[src/rtl/i2s_tx_serializer.sv]
// i2s_tx_serializer
//   Downstream stage of the Karplus-Strong core. Accepts left/right sample
//   pairs over valid/ready into a single-entry buffer and sends them as
//   standard I2S (MSB first, one-bit WS delay). This block is the bus
//   controller, so it generates i2s_sck and i2s_ws itself.
//
// Ports:
//   clk, rst        system clock, asynchronous active-high reset
//   ena             run enable; low freezes divider, slot, sck, ws and sd
//   l_data, r_data  sample pair, s_valid/s_ready handshake
//   i2s_sck/ws/sd   serial bit clock, word select (0 = left), serial data
//   frame_start     one-clk pulse on entry to slot 0
//   underrun        sticky flag, set when a frame starts with no pair ready
//   underrun_clr    synchronous clear of underrun (a simultaneous set wins)
//
// Build option:
//   I2S_ZERO_ON_UNDERRUN_EN  defined: an underrun frame sends silence.
//                            undefined: an underrun frame repeats the last pair.
module i2s_tx_serializer #(
    parameter int AUDIO_DW = 8,
    parameter int SCK_DIV  = 1
) (
    input  logic                clk,
    input  logic                rst,
    input  logic                ena,
    input  logic [AUDIO_DW-1:0] l_data,
    input  logic [AUDIO_DW-1:0] r_data,
    input  logic                s_valid,
    output logic                s_ready,
    output logic                i2s_sck,
    output logic                i2s_ws,
    output logic                i2s_sd,
    output logic                frame_start,
    output logic                underrun,
    input  logic                underrun_clr
);

    localparam int SLOTS = 2 * AUDIO_DW;
    localparam int SW    = $clog2(SLOTS);
    localparam int CW    = (SCK_DIV > 1) ? $clog2(SCK_DIV) : 1;
    localparam logic [CW-1:0] DIV_LAST  = CW'(SCK_DIV - 1);
    localparam logic [SW-1:0] SLOT_LAST = SW'(SLOTS - 1);
    localparam logic [SW-1:0] SLOT_WS   = SW'(AUDIO_DW);

    logic [CW-1:0]       div_cnt;
    logic [SW-1:0]       slot;
    logic [SW-1:0]       slot_nxt;
    logic [SW-1:0]       bit_idx;
    logic [AUDIO_DW-1:0] buf_l, buf_r;
    logic [AUDIO_DW-1:0] sh_l, sh_r;
    logic [SLOTS-1:0]    frame_bits;
    logic                buf_full, buf_full_nxt;
    logic                last_r_lsb;
    logic                tick, fall, wrap, accept;

    always_comb begin
        tick     = ena && (div_cnt == DIV_LAST);
        fall     = tick && i2s_sck;
        slot_nxt = (slot == SLOT_LAST) ? '0 : slot + 1'b1;
        wrap     = fall && (slot == SLOT_LAST);
        accept   = s_valid && s_ready;

        // A load can only consume a full buffer and an accept only fills an
        // empty one, so the two never act on the same pair.
        buf_full_nxt = buf_full;
        if (wrap && buf_full)
            buf_full_nxt = 1'b0;
        if (accept)
            buf_full_nxt = 1'b1;
    end

    // SD is decoded from registered state that only changes on the falling
    // sck edge: slot k (1..SLOTS-1) carries bit SLOTS-k of {left, right},
    // slot 0 carries the previous frame's right LSB.
    always_comb begin
        frame_bits = {sh_l, sh_r};
        bit_idx    = SW'(SLOTS - int'(slot));
        i2s_sd     = (slot == '0) ? last_r_lsb : frame_bits[bit_idx];
    end

    always_ff @(posedge clk or posedge rst) begin
        if (rst) begin
            div_cnt     <= '0;
            slot        <= SLOT_LAST;
            i2s_sck     <= 1'b0;
            i2s_ws      <= 1'b1;
            frame_start <= 1'b0;
            underrun    <= 1'b0;
            s_ready     <= 1'b1;
            buf_full    <= 1'b0;
            buf_l       <= '0;
            buf_r       <= '0;
            sh_l        <= '0;
            sh_r        <= '0;
            last_r_lsb  <= 1'b0;
        end else begin
            frame_start <= 1'b0;

            if (ena)
                div_cnt <= tick ? '0 : div_cnt + 1'b1;
            if (tick)
                i2s_sck <= ~i2s_sck;

            if (fall) begin
                slot   <= slot_nxt;
                i2s_ws <= (slot_nxt >= SLOT_WS);
            end

            if (wrap) begin
                last_r_lsb  <= sh_r[0];
                frame_start <= 1'b1;
                if (buf_full) begin
                    sh_l <= buf_l;
                    sh_r <= buf_r;
                end else begin
`ifdef I2S_ZERO_ON_UNDERRUN_EN
                    sh_l <= '0;
                    sh_r <= '0;
`endif
                end
            end

            if (accept) begin
                buf_l <= l_data;
                buf_r <= r_data;
            end
            buf_full <= buf_full_nxt;
            s_ready  <= !buf_full_nxt;

            if (wrap && !buf_full)
                underrun <= 1'b1;
            else if (underrun_clr)
                underrun <= 1'b0;
        end
    end

endmodule

[config.mk]
export PLATFORM = sky130hd
export DESIGN_NAME = i2s_tx_serializer
export DESIGN_NICKNAME = d
export VERILOG_FILES = /design/src/rtl/i2s_tx_serializer.sv
export SDC_FILE = /design/constraint.sdc
export NUM_CORES = 1
export LEC_CHECK = 0
export BUFFER_PORTS_ARGS = -buffer_cell sky130_fd_sc_hd__buf_2
export CORE_AREA = 10 10 102 59
export DETAILED_ROUTE_END_ITERATION = 8
export DIE_AREA = 0 0 112 69
export GPL_ROUTABILITY_DRIVEN = 0
export PLACE_DENSITY = 0.69
export SLEW_MARGIN = 20
export SYNTH_ARGS = -nofsm -noshare
export SYNTH_HDL_FRONTEND = slang
export SYNTH_SLANG_ARGS = --single-unit
[constraint.sdc]
create_clock -name clk -period 3.05 [get_ports clk]
set_input_delay 0.1525 -clock clk [delete_from_list [all_inputs] [get_ports clk]]
set_output_delay 0.1525 -clock clk [all_outputs]
set_load 0.02 [all_outputs]
==> results.py, run 1 <==
metrics = {
    "outcome": {
        "outcome": "finished clean",
    },
    "synthesis": {
        "async_reset_ff_share_pct": 100.0,
        "synth_area_sq_um": 2031,
        "netlist_instances": 153,
        "yosysUniqueCellTypes": 40,
        "synth_warnings": 0,
        "synth_top_area_share_pct": 46.83,
        "synth_fp_nets": 176,
        "ys_seq_area_share_pct": 54.59,
        "synth_edf_count": 0,
        "synth.avg_cell_area_sq_um": 13.27,
        "dominantRegCellSynth": "dfrtp_1",
        "synth-seq-cells": 44,
        "synth.area.top_cells": "dfrtp_1 (47%), mux2_2 (10%), dfstp_2 (7.8%)",
        "synth_largest_area_cell": "dfrtp_1",
    },
    "worst_setup_path": {
        "arrival_ns": 2.65,
        "crit_path_end_kind": "output pin",
        "timing.rr.end": "sh_l[3]",
        "r2r_slack_ns": 0.94,
        "crit-reg2reg-launch": "slot[0]",
        "cp_max_fo": 9,
        "critPathLaunchType": "flip-flop",
        "reg2regPathDepth": 6,
        "required_ns": 2.90,
        "critical_path_class": "flip-flop to output pin",
    },
    "route": {
        "vias": 1260,
        "drt-total-wl_um": 3884,
        "drt_iter0_drc": 57,
        "first_pass_iters": 4,
        "post_drt_wl_per_cell_um": 16.18,
        "drc": 0,
        "viasPerCell": 5.250,
        "drtAntennaViolNets": 0,
    },
    "worst_hold_path": {
        "worstHoldStart": "ena",
        "min_to": "div_cnt",
        "hold_class": "primary input to flip-flop",
        "whs_path_depth": 2,
    },
    "cells_and_area": {
        "drive_gt1_share_pct": 44.26,
        "stdcell_count": 240,
        "synthToLayoutAreaGrowth_pct": 17.07,
        "fin_nets": 205,
        "final_cell_mix": "dfrtp_1 (38), buf_2 (26), mux2_2 (18)",
        "n_antenna_cell": 0,
        "final_common_cell": "dfrtp_1",
    },
    "cts": {
        "cts_root_buffer": "clkbuf_8",
        "clock_latency_ns": 0.30,
        "cts_tree": "done",
        "cts.sinks": 44,
        "cts_setup_buffers": 0,
        "cts_made_buffers": 5,
        "clk_pin_slew_worst_paths_ns": 0.08,
        "cts_max_level": 2,
        "cts.path.max_buffers": 2,
    },
    "placed_design": {
        "hpwl_um": 2975,
        "placed_cells": 231,
        "port-buffer-count": 26,
    },
    "floorplan": {
        "die_height_um": 69,
        "initial_core_util_pct": 47.98,
        "rows": 17,
        "core_sq_um": 4233,
        "die_x_um": 112,
        "ios": 27,
        "die_area_sq_um": 7728,
    },
    "job": {
        "maxCapViolations": 0,
    },
    "timing": {
        "fin_skew_ns": 0.003208,
        "rsz0062_at_grt": "no",
        "worstMarginPinSlew_ns": 0.7466,
        "slew_headroom_pct": 50.11,
        "period_needed_ns": 2.798,
        "max_freq_mhz": 357.5,
        "setup_viol": 0,
        "fin_tns_setup_ns": 0,
        "final.period_utilization_pct": 91.72,
        "final_max_slew_viol_count": 0,
        "hold_viol": 0,
    },
    "grt": {
        "grt_pass1_vias": 1339,
        "grt_usage_pct": 10.70,
        "grt_pass1_wl_um": 6706,
        "antenna_found_initial": 0,
        "grt_max_degree": 32,
        "overflow": 0,
    },
    "pwr": {
        "vdd.ir_drop.worst_mv": 0.3615,
        "total_power_mw": 2.408,
        "power_density_nw_per_um2": 1013,
        "leakagePower_nw": 1.131,
    },
}
## where the power goes
part / total (mW) / switching [mW] / internal (mW)
clock: 0.603 / 0.194 / 0.409
sequential: 1.03 / 0.183 / 0.844
combinational: 0.778 / 0.367 / 0.411
## state kept, by name, indices dropped and copies added (netlist names)
signal / flops
buf_r: 8
i2s_ws: 1
slot: 4
last_r_lsb: 1
sh_l: 8
div_cnt: 1
buf_full: 1
s_ready: 1
frame_start: 1
i2s_sck: 1
buf_l: 8
sh_r: 8
underrun: 1
## cell families (layout without fill, tap and decap cells)
logic type | count (synthesis) | in the layout | synth area share [%]
buffers and inverters | 15 | 45 | 4.065
adders and majority gates | 2 | 2 | 1.232
and+or+nand+nor | 36 | 36 | 9.551
xor gates and xnor gates | 2 | 2 | 0.8628
AOI/OAI and AO/OA | 15 | 15 | 5.176
DFF | 44 | 44 | 54.59
muxes | 39 | 39 | 24.52
## layer usage
metal  share of wire (%)  track usage [%]  up-vias
met5                   0                0        -
met3                 5.1            3.618       10
met4                 1.9            5.000        0
li1                    -                -      602
met1                  48            13.34      615
met2                  45            16.28       33
## how the worst max path moves through the flow
stage,cells after the start,startpoint,to
3_5_place_dp,8,slot[0],i2s_sd
2_1_floorplan,8,slot[0],i2s_sd
5_1_grt,8,slot[0],i2s_sd
4_1_cts,8,slot[0],i2s_sd
3_3_place_gp,8,slot[0],i2s_sd
6_report,8,slot[0],i2s_sd
## cell type report
type | instances | area, sq um
clock buffer | 5 | 68.82
clock inverter | 3 | 90.09
fill | 359 | 1856
inverter | 8 | 31.28
multi-input combinational | 94 | 852.1
sequential | 44 | 1109
tap | 57 | 71.32
timing repair buffer | 29 | 155.1
## cells in the mapped netlist, types with 2 or more instances
master,instances
nand4_1,2
inv_1,6
xnor2_1,2
mux2_4,10
dfstp_2,6
buf_4,2
dfrtp_1,38
nand3b_1,2
ha_1,2
o21ai_0,6
nor2_1,7
buf_6,2
nand2_1,8
mux4_2,2
nor2b_1,2
mux2_2,18
nand3_1,8
mux2_1,8
## timing repair
action	4_1_cts	5_1_grt
endpoints found under the hold margin	0	28
gates resized for setup	0	2
setup endpoints to repair	0	1
hold buffers	0	1
## stage by stage
step | hold slack [ns] | setup WS, ns | cell area, sq um | util (%)
floorplan | 0.2181 | 0.6504 | 2031 | -
global placement | 0.3201 | 0.5228 | 2196 | 51.88
detailed placement | 0.3379 | 0.4068 | 2196 | 51.88
CTS | 0.01362 | 0.05719 | 2355 | 55.63
global route | 0.01359 | 0.02332 | 2377 | 56.16
finish | 0.01885 | 0.2524 | 2377 | 56.16
## critical path, stage by stage (launching register included)
cell	delay, ns
dfstp_2	0.62
inv_1	0.16
ha_4	0.37
mux2_1	0.33
nand4_1	0.08
o21ai_0	0.09
a2111oi_2	0.35
o311ai_1	0.15
buf_2	0.18
No activity file was read; power rests on OpenSTA's default activity.
==> inputs of run 2 (changes only) <==
- CORE_AREA: 10 10 102 59 -> 10 10 128 72
- DIE_AREA: 0 0 112 69 -> 0 0 138 82
- PLACE_DENSITY: 0.69 -> 0.47
==> run 2 against run 1 <==
Net effect:
- critical path depth unchanged
- maximum frequency down 0.99%
- sequential cell count unchanged
- wire length up 6.9%
- non-clock buffer count down 1
- first-iteration DRC count down 61%
- worst hold slack better by 0.018 ns
- sequential share of layout area down 0.89 points
- highest routed layer unchanged
- core utilization down 22 points
==> results.py, run 2 (same netlist as run 1, synthesis figures left out) <==
metrics = {
    "worst_setup_path": {
        "reg2regPathDepth": 6,
        "cpMaxStageDelayCell": "dfstp_2",
        "crit_path_end_kind": "output pin",
        "required_ns": 2.90,
        "cp_max_fo": 9,
        "timing.rr.end": "sh_l[7]",
        "r2r_slack_ns": 0.95,
        "critPathLaunchType": "flip-flop",
        "critical_path_class": "flip-flop to output pin",
        "crit-reg2reg-launch": "slot[0]",
        "path_cells": "inv_1 > ha_4 > mux2_1 > nand4_1 > o21ai_0 > a2111oi_2 > o311ai_1 > buf_2",
        "arrival_ns": 2.67,
        "worst_path_largest_cell_delay_ns": 0.62,
    },
    "grt": {
        "antenna_found_initial": 0,
        "grt_max_degree": 26,
        "grt_pass1_vias": 1293,
        "overflow": 0,
        "grt_pass1_wl_um": 6962,
        "grt_usage_pct": 7.970,
    },
    "timing": {
        "fin_tns_setup_ns": 0,
        "fin_skew_ns": 0.005650,
        "holdWs_ns": 0.03643,
        "setup_viol": 0,
        "final.period_utilization_pct": 92.64,
        "rsz0062_at_grt": "no",
        "slew_headroom_pct": 44.39,
        "max_freq_mhz": 353.9,
        "period_needed_ns": 2.826,
        "hold_viol": 0,
        "worstMarginPinSlew_ns": 0.8322,
        "final_max_slew_viol_count": 0,
    },
    "route": {
        "drc": 0,
        "drt-total-wl_um": 4152,
        "viasPerCell": 4.442,
        "first_pass_iters": 4,
        "drtAntennaViolNets": 0,
        "drt_iter0_drc": 22,
        "vias": 1235,
        "post_drt_wl_per_cell_um": 14.94,
    },
    "placed_design": {
        "hpwl_um": 3066,
        "port-buffer-count": 26,
    },
    "cells_and_area": {
        "fin_nets": 204,
        "drive_gt1_share_pct": 42.86,
        "final_common_cell": "dfrtp_1",
        "synthToLayoutAreaGrowth_pct": 19.35,
        "nFillCells": 742,
        "n_antenna_cell": 0,
        "final_cell_mix": "dfrtp_1 (38), buf_2 (26), mux2_2 (18)",
    },
    "floorplan": {
        "initial_core_util_pct": 28.82,
        "ios": 27,
        "die_height_um": 82,
        "die_area_sq_um": 11320,
        "core_sq_um": 7047,
        "rows": 22,
        "die_x_um": 138,
    },
    "worst_hold_path": {
        "worstHoldStart": "ena",
        "hold_class": "primary input to flip-flop",
        "min_to": "div_cnt",
        "whs_path_depth": 2,
    },
    "cts": {
        "clock_latency_ns": 0.29,
        "cts.sinks": 44,
        "cts_made_buffers": 5,
        "cts_root_buffer": "clkbuf_16",
        "clk_pin_slew_worst_paths_ns": 0.06,
        "cts_tree": "done",
        "cts.path.max_buffers": 2,
        "cts_setup_buffers": 0,
        "cts_max_level": 2,
    },
    "pwr": {
        "leakagePower_nw": 1.126,
        "vdd.ir_drop.worst_mv": 0.3066,
        "power_density_nw_per_um2": 994.1,
    },
    "outcome": {
        "outcome": "finished clean",
    },
    "job": {
        "maxCapViolations": 0,
    },
}
==> run 2: changes by cell type in the layout (fill, tap and decap cells not counted), sizes merged <==
cell,delta
clkbuf,+1
bufinv,-2
clkinv,+2
buf,-1
inv,-1
==> run 2: worst max-delay path by stage <==
stage | start | endpoint | slack [ns] | cells past startpoint
6_report | slot[0] | i2s_sd | 0.22 | 8
5_1_grt | slot[0] | i2s_sd | 0.02 | 8
4_1_cts | slot[0] | i2s_sd | 0.03 | 8
3_5_place_dp | slot[0] | i2s_sd | 0.37 | 8
3_3_place_gp | slot[0] | i2s_sd | 0.44 | 8
2_1_floorplan | slot[0] | i2s_sd | 0.65 | 8
==> run 2: power breakdown <==
| group | total [mW] | internal (mW) | switching, mW |
|---|---|---|---|
| combinational | 0.780 | 0.412 | 0.368 |
| clock | 0.601 | 0.385 | 0.216 |
| sequential | 1.03 | 0.846 | 0.182 |
==> run 2: metrics by stage <==
step / power, mW / cells / setup slack [ns] / instance area (sq um) / util [%]
global placement: 1.783 / 269 / 0.4388 / 2237 / 31.75
global route: 2.578 / 278 / 0.02170 / 2424 / 34.39
finish: 2.409 / 278 / 0.2245 / 2424 / 34.39
floorplan: 1.608 / 153 / 0.6504 / 2031 / -
detailed placement: 1.785 / 269 / 0.3679 / 2237 / 31.75
CTS: 2.411 / 278 / 0.02875 / 2411 / 34.22
==> run 2: final cells by class <==
class,instances,area (sq um),area share (%)
tap,96,120.1,4.956
multi-input combinational,94,852.1,35.16
timing repair buffer,28,147.6,6.092
clock inverter,2,35.03,1.446
clock buffer,6,128.9,5.318
inverter,8,31.28,1.291
sequential,44,1109,45.74
==> run 2: worst max-delay path, delay by kind of cell, from the launching register on <==
kind                       cells  cell delay, ns
AOI/OAI and AO/OA              3            0.60
adders and majority gates      1            0.38
buffers and inverters          2            0.35
DFF                            1            0.62
muxes                          1            0.35
and+or+nand+nor                1            0.09
==> run 2: routing by layer <==
| metal | vias to the layer above | routed length [um] | GRT usage [%] |
|---|---|---|---|
| met5 | - | 0 | 0 |
| met4 | 0 | 62 | 4.079 |
| met3 | 7 | 214 | 3.397 |
| met2 | 28 | 1504 | 9.517 |
| met1 | 599 | 2371 | 11.46 |
| li1 | 601 | - | - |
==> run 2: timing repair <==
| action | CTS | global route |
|---|---|---|
| gates resized for setup | 0 | 2 |
| setup endpoints to repair | 0 | 1 |
| hold buffers | 1 | 0 |
| endpoints found under the hold margin | 16 | 0 |
